`config.mk`:
```
export PLATFORM = sky130hd
export DESIGN_NAME = axi_stream_rr_arbiter
export DESIGN_NICKNAME = d
export VERILOG_FILES = /design/src/rtl/axi_stream_rr_arbiter.sv
export SDC_FILE = /design/constraint.sdc
export NUM_CORES = 1
export LEC_CHECK = 0
export ABC_AREA = 0
export BUFFER_PORTS_ARGS = -buffer_cell sky130_fd_sc_hd__buf_2
export CORE_AREA = 5 5 93 95
export CTS_CLUSTER_SIZE = 24
export DETAILED_ROUTE_END_ITERATION = 7
export DIE_AREA = 0 0 98 100
export HOLD_SLACK_MARGIN = 0.06
export PLACE_DENSITY = 0.71
export SKIP_LAST_GASP = 1
export SYNTH_ARGS = -nofsm -noshare
export SYNTH_HDL_FRONTEND = slang
export SYNTH_SLANG_ARGS = --single-unit
```
`constraint.sdc`:
```
create_clock -name clk_i -period 2 [get_ports clk_i]
set_input_delay 0.2 -clock clk_i [delete_from_list [all_inputs] [get_ports clk_i]]
set_output_delay 0.2 -clock clk_i [all_outputs]
set_load 0.005 [all_outputs]
```
`src/rtl/axi_stream_rr_arbiter.sv`:
```
// Packet-level round-robin arbiter sharing one AXI-Stream sink among NumInputs producers.
// A grant is held from the first beat until the tlast handshake, so packets never interleave.
module axi_stream_rr_arbiter #(
  parameter int NumInputs = 4,
  parameter int DataWidth = 32,
  parameter int IdWidth   = 0,
  parameter int DestWidth = 0,
  parameter int UserWidth = 0,
  parameter int CntWidth  = 16,
  localparam int SelW  = $clog2(NumInputs),
  localparam int IdW   = (IdWidth   > 0) ? IdWidth   : 1,
  localparam int DestW = (DestWidth > 0) ? DestWidth : 1,
  localparam int UserW = (UserWidth > 0) ? UserWidth : 1
) (
  input  logic                                  clk_i,
  input  logic                                  rst_i,
  input  logic [NumInputs-1:0][DataWidth-1:0]   in_tdata_i,
  input  logic [NumInputs-1:0][DataWidth/8-1:0] in_tstrb_i,
  input  logic [NumInputs-1:0][DataWidth/8-1:0] in_tkeep_i,
  input  logic [NumInputs-1:0]                  in_tlast_i,
  input  logic [NumInputs-1:0][IdW-1:0]         in_tid_i,
  input  logic [NumInputs-1:0][DestW-1:0]       in_tdest_i,
  input  logic [NumInputs-1:0][UserW-1:0]       in_tuser_i,
  input  logic [NumInputs-1:0]                  in_tvalid_i,
  output logic [NumInputs-1:0]                  in_tready_o,
  output logic [DataWidth-1:0]                  out_tdata_o,
  output logic [DataWidth/8-1:0]                out_tstrb_o,
  output logic [DataWidth/8-1:0]                out_tkeep_o,
  output logic                                  out_tlast_o,
  output logic [IdW-1:0]                        out_tid_o,
  output logic [DestW-1:0]                      out_tdest_o,
  output logic [UserW-1:0]                      out_tuser_o,
  output logic                                  out_tvalid_o,
  input  logic                                  out_tready_i,
  output logic [SelW-1:0]                       sel_o,
  output logic                                  busy_o,
  output logic [CntWidth-1:0]                   beat_cnt_o
);

  typedef enum logic {ST_IDLE, ST_LOCKED} state_t;

  state_t              r_state, w_state_nxt;
  logic [SelW-1:0]     r_sel, w_sel_nxt;
  logic [SelW-1:0]     r_rr_ptr, w_rr_ptr_nxt;
  logic [CntWidth-1:0] r_beat_cnt, w_beat_cnt_nxt;
  logic [SelW-1:0]     w_pick;
  logic [SelW-1:0]     w_sel_inc;
  logic                w_any_valid;
  logic                w_hs;

  // Explicit modulo so non-power-of-two input counts wrap correctly.
  function automatic logic [SelW-1:0] wrap_add(input logic [SelW-1:0] base, input int offs);
    int sum;
    sum = int'(base) + offs;
    if (sum >= NumInputs) sum = sum - NumInputs;
    return SelW'(sum);
  endfunction

  // First valid input at or above rr_ptr, wrapping past NumInputs-1 back to 0.
  always_comb begin
    // NOTE: every variable gets a default before any branch; a path that leaves one
    // unassigned would infer a latch.
    w_pick      = r_rr_ptr;
    w_any_valid = 1'b0;
    for (int i = 0; i < NumInputs; i++) begin
      if (!w_any_valid && in_tvalid_i[wrap_add(r_rr_ptr, i)]) begin
        w_any_valid = 1'b1;
        w_pick      = wrap_add(r_rr_ptr, i);
      end
    end
  end

  assign w_sel_inc = (r_sel == SelW'(NumInputs - 1)) ? '0 : r_sel + 1'b1;

  always_comb begin
    w_state_nxt    = r_state;
    w_sel_nxt      = r_sel;
    w_rr_ptr_nxt   = r_rr_ptr;
    w_beat_cnt_nxt = r_beat_cnt;
    in_tready_o    = '0;
    out_tvalid_o   = 1'b0;
    w_hs           = 1'b0;
    case (r_state)
      ST_IDLE: begin
        if (w_any_valid) begin
          w_state_nxt    = ST_LOCKED;
          w_sel_nxt      = w_pick;
          w_beat_cnt_nxt = '0;
        end
      end
      ST_LOCKED: begin
        out_tvalid_o       = in_tvalid_i[r_sel];
        in_tready_o[r_sel] = out_tready_i;
        w_hs               = out_tvalid_o & out_tready_i;
        if (w_hs) begin
          if (r_beat_cnt != '1) w_beat_cnt_nxt = r_beat_cnt + 1'b1;
          if (in_tlast_i[r_sel]) begin
            w_state_nxt  = ST_IDLE;
            w_rr_ptr_nxt = w_sel_inc;
          end
        end
      end
      default: w_state_nxt = ST_IDLE;
    endcase
  end

  always_ff @(posedge clk_i or posedge rst_i) begin
    if (rst_i) begin
      r_state    <= ST_IDLE;
      r_sel      <= '0;
      r_rr_ptr   <= '0;
      r_beat_cnt <= '0;
    end else begin
      // NOTE: non-blocking assignments so every register samples pre-edge values.
      r_state    <= w_state_nxt;
      r_sel      <= w_sel_nxt;
      r_rr_ptr   <= w_rr_ptr_nxt;
      r_beat_cnt <= w_beat_cnt_nxt;
    end
  end

  // Data path is a pure mux on the registered grant; absent sideband fields read as 0.
  assign out_tdata_o = in_tdata_i[r_sel];
  assign out_tstrb_o = in_tstrb_i[r_sel];
  assign out_tkeep_o = in_tkeep_i[r_sel];
  assign out_tlast_o = in_tlast_i[r_sel];
  assign out_tid_o   = (IdWidth   > 0) ? in_tid_i[r_sel]   : '0;
  assign out_tdest_o = (DestWidth > 0) ? in_tdest_i[r_sel] : '0;
  assign out_tuser_o = (UserWidth > 0) ? in_tuser_i[r_sel] : '0;

  assign sel_o      = r_sel;
  assign busy_o     = (r_state == ST_LOCKED);
  assign beat_cnt_o = r_beat_cnt;

endmodule

```
# After elaboration in Yosys (flattened, before gate mapping)
# Index checks and enable logic that the tools add are counted.
# word_totals
ff_bits	21
in_bits	183
output_inout_bits	68
elab_cells	84
# classes
n_addsub	9
order_cmp	10
n_eq_ne	5
n_mux	43
bitwise_logic	3
n_reduce_logical	10
# op_table
operator	n
binary-select mux 32 bit (select 2 bit)	1
two-way mux 16 bit	3
two-way mux 32 bit	1
case mux 16 bit (2 select lines)	1
two-way mux 2 bit	9
adder 16 x 1 -> 16 bit (second input constant)	1
binary-select mux 4 bit (select 2 bit)	2
!= test 16 bit (second input constant)	1
< comparator 2 x 3 -> 1 bit (second input constant)	5
two-way mux 1 bit	15
binary-select mux 1 bit (select 2 bit)	6
two-way mux 4 bit	3
greater-or-equal comparator 3 bit (second input constant)	3
subtractor 2 x 1 -> 2 bit (second input constant)	4
adder 2 x 2 -> 3 bit (second input constant)	2
AND reduction 3 bit	2
bitwise AND 4 bit	1
logical AND 1 bit	4
!= test 2 x 1 -> 1 bit (second input constant)	2
adder 2 x 1 -> 3 bit (second input constant)	1
greater-or-equal comparator 2 x 3 -> 1 bit (second input constant)	1
logical NOT 1 bit	3
adder 2 x 1 -> 2 bit (second input constant)	1
demux 1 bit (select 2 bit)	1
7 further kinds	7

# Longest topological paths before layout
# depth
ltp_word	16
mapped_depth	7
ltp_nobuf	5

# Least setup slack after synthesis
# OpenSTA, ideal clock, no wires.
# synth_path
path_type	register -> register
startpoint	register r_sel[0], in the netlist sel_o[0]
endpoint	register r_beat_cnt[9], in the netlist beat_cnt_o[9]
setup_time_ns	0.079
arrival_ns	1.692
t_required_ns	1.921
slack_ns	0.228
path_stages_with_launch	8
n_path_buf	3
period_less_slack_ns	1.772
cell_sequence	dfrtp_1 buf_6 mux2i_1 o22a_1 buf_6 buf_6 nor4_1 mux2i_1
# synth_between
elab_chain_len	5
# synth_lines
item	line	source
start, declared	43	logic [SelW-1:0] r_sel, w_sel_nxt;
start signal, assigned	116	r_sel <= w_sel_nxt;
binary-select mux 1 bit (select 2 bit)	92	out_tvalid_o = in_tvalid_i[r_sel];
two-way mux 1 bit (not written as such)	92	
bitwise AND 1 bit	94	w_hs = out_tvalid_o & out_tready_i;
!= test 2 x 1 -> 1 bit (no line)	n/a	
AND reduction 3 bit (no line)	n/a	
end signal, assigned	118	r_beat_cnt <= w_beat_cnt_nxt;
end, declared	45	logic [CntWidth-1:0] r_beat_cnt, w_beat_cnt_nxt;
# Every way passes these cells. The select of a mux whose other input is x is not followed.
# A chain may end at the register's enable or synchronous reset.

# Worst setup path after layout
# layout_path
startpoint	register r_sel[0], in the netlist sel_o[0]
endpoint	output port out_tdata_o[23]
# layout_between
elab_chain_len	2
# layout_lines
item	line	source
binary-select mux 32 bit (select 2 bit)	123	assign out_tdata_o = in_tdata_i[r_sel];
two-way mux 32 bit (not written as such)	123	
end, declared	26	output logic [DataWidth-1:0] out_tdata_o,
# Every way passes these cells. The select of a mux whose other input is x is not followed.

==> reports/summary.json <==
{
  "run_status": "completed",
  "worst_r2r_endpoint": "r_rr_ptr[1]",
  "max-vdd-ir-drop_mv": 0.613,
  "achievable-frequency_mhz": 519,
  "holdWs_ns": 0.374,
  "layout_common_cells": "buf_2 (235), mux4_2 (41), nand2_1 (18), dfrtp_1 (18)",
  "hp-start": "in_tvalid_i[3]",
  "ant_nets": 0,
  "hpwl_detailed_um": 10700,
  "hold-path-cell-count": 3,
  "die_w_um": 98,
  "setup.worst_path.start_class": "register",
  "grt.busiest_layer": "met2",
  "cts_made_buffers": 3,
  "first_pass_iters": 4,
  "synth_flop_cell": "dfrtp_1",
  "worst-setup-path-type": "register to output port",
  "synth_cell_type_count": 40,
  "critPathSlowestCell": "mux4_2",
  "async_flop_share_pct": 100,
  "detail_route.wirelength_um": 12300,
  "ys_seq_area_share_pct": 21.9,
  "finalCritPeriodShare_pct": 96.4,
  "cp_data_arrival_time_ns": 1.73,
  "netlist_area_um2": 2390,
  "clk-insertion-delay-late_ns": 0.26,
  "setup_viol_count_final": 0,
  "postSynthCellCount": 208,
  "antenna_violations_before_repair": 5,
  "initial_utilization_pct": 31.3,
  "mostFrequentLayoutCell": "buf_2",
  "cts_root_buf": "clkbuf_8",
  "worst-endpoint-required_ns": 1.80,
  "worst_hold_path.endpoint": "sel_o[1]",
  "design_power_mw": 3.50,
  "slew_headroom_pct": 60.0,
  "drive_gt1_share_pct": 67.0,
  "max_cap_viol_count": 0,
  "period_needed_ns": 1.93,
  "critPathMaxStageDelay_ns": 0.59,
  "synth.ff_latch_count": 21,
  "synth-edff-count": 0,
  "cts_htree_levels": 1,
  "crit_start": "sel_o[0]",
  "max_slew.worst_pin.slew_ns": 0.601,
  "post_cts_buffers": 0,
  "io_pins": 251,
  "placeableCoreArea_um2": 7650,
  "vias": 2973,
  "setup.worst_path.end_class": "output port",
  "yosysTopAreaCellShare_pct": 38.6,
  "grt_pass1_vias": 3214,
  "post_route_drc": 0,
  "final.setup_skew_ns": 0.00951,
  "synth_top_cells_by_area": "mux4_2 (39%), dfrtp_1 (22%), mux2i_1 (4.2%), nand2_1 (2.8%), ha_1 (2.6%)",
  "place.port_buffers": 235,
  "clk_pin_slew_worst_paths_ns": 0.07,
  "pin_count_of_the_biggest_net_entering_global_routing": 36,
  "power_density_nw_per_um2": 933,
  "timing.reg2reg.worst_path_depth": 4,
  "use_met1_pct": 29.4,
  "drt_first_iter_violations": 120,
  "unrepaired_setup_endpoints_after_global_routing": "true",
  "drt-wirelength-per-cell_um": 22.4,
  "crit-reg2reg-launch": "sel_o[0]",
  "vias_per_cell": 5.43,
  "register_to_register_setup_slack_ns": 0.13,
  "filler_instances": 774,
  "die-height_um": 100,
  "synth_area_leader_cell": "mux4_2",
  "p_leak_nw": 1.89,
  "syn_area_per_cell_um2": 11.5,
  "area_growth_pct": 56.7,
  "final-hold-violation-count": 0,
  "placement_rows": 32,
  "clock_sink_count": 21,
  "grt_total_ovfl": 0,
  "num-nets-final": 631,
  "largest_driver_fanout_on_the_critical_path": 33,
  "maxSlewViolCount": 0,
  "grt_util_met2_pct": 38.5,
  "die_area_um2": 9800,
  "met3_usage_pct": 9.45,
  "min-delay-path-class": "input port to register",
  "grt_pass1_wl_um": 18100,
  "routabilityCongestion": 0.949,
  "cp_cell_sequence": "buf_12, mux4_2, buf_2",
  "tritoncts": "built",
  "track_usage_pct": 24.1,
  "ctsLongestPathBuffers": 2,
  "ys.warnings.count": 0
}
## synthesized netlist by cell type, types with 6 or more instances
cell type and number:
mux4_2 41, dfrtp_1 21, nand2_1 18, mux2i_1 10, nand3_1 10, inv_1 8
or4_1 8, a21oi_1 7, and3_1 7, buf_2 7, nand4_1 7, nor2_1 6
## through the flow
stage               worst slack [ns]  instances  utilization (%)  setup TNS [ns]  cell area [um2]
floorplan                      0.228        210                -               0             2400
global route                 -0.0165        548             49.1         -0.0165             3750
finish                        0.0718        548             49.1               0             3750
detailed placement             0.126        539             48.2               0             3690
global placement               0.170        539             48.2               0             3690
CTS                           0.0539        544             48.9               0             3740
## final cells by class
cell class	instances	area [um2]	area share (%)
diodes	4	10.0	0.267
clock buffers	3	41.3	1.10
clock inverters	1	5.00	0.133
inverters	8	30.0	0.800
multi-input cells	163	1740	46.3
flip-flops and latches	21	529	14.1
well taps	102	128	3.40
repair buffers	246	1270	33.9
## flip-flops by register name, indices dropped and copies added, names as in the netlist
register,count
busy_o,1
sel_o,2
r_rr_ptr,2
beat_cnt_o,16
## report_power, final
group	switching (mW)	internal, mW
clock network	0.138	0.138
registers	0.128	0.505
logic	1.22	1.37
total	1.48	2.02
## per-layer routing
metal	up-vias	routed length (um)	share of wire [%]
li1	1323	-	-
met1	1455	4500	37
met2	169	5770	47
met3	24	1570	13
met4	2	425	3.5
met5	-	11	0.090
## worst max-delay path by stage
stage                       to  depth (start not counted)  slack [ns]
6_report       out_tdata_o[23]                          3        0.07
5_1_grt        out_tdata_o[28]                          3       -0.02
4_1_cts        out_tdata_o[28]                          3        0.05
3_5_place_dp       r_rr_ptr[1]                          4        0.13
3_3_place_gp       r_rr_ptr[1]                          4        0.17
2_1_floorplan    beat_cnt_o[9]                          7        0.23
## repair_timing
action | 4_1_cts | 5_1_grt
hold buffers | 1 | 0
hold endpoints to repair | 10 | 0
resized for setup | 0 | 1
setup endpoints to repair | 0 | 3
## kinds of logic after synthesis
group,Yosys count,synth area share (%)
compound gates,26,7.37
fa+ha+maj,5,2.61
buf+inv,26,5.85
flops,21,21.9
mux,54,44.1
other cells,1,0.157
simple gates,75,17.9
## critical path, delay by kind of cell (launching register included)
| family | cells | cell delay [ns] |
|---|---|---|
| flops | 1 | 0.43 |
| mux | 1 | 0.59 |
| buf+inv | 2 | 0.44 |
(Power assumes the default switching activity.)
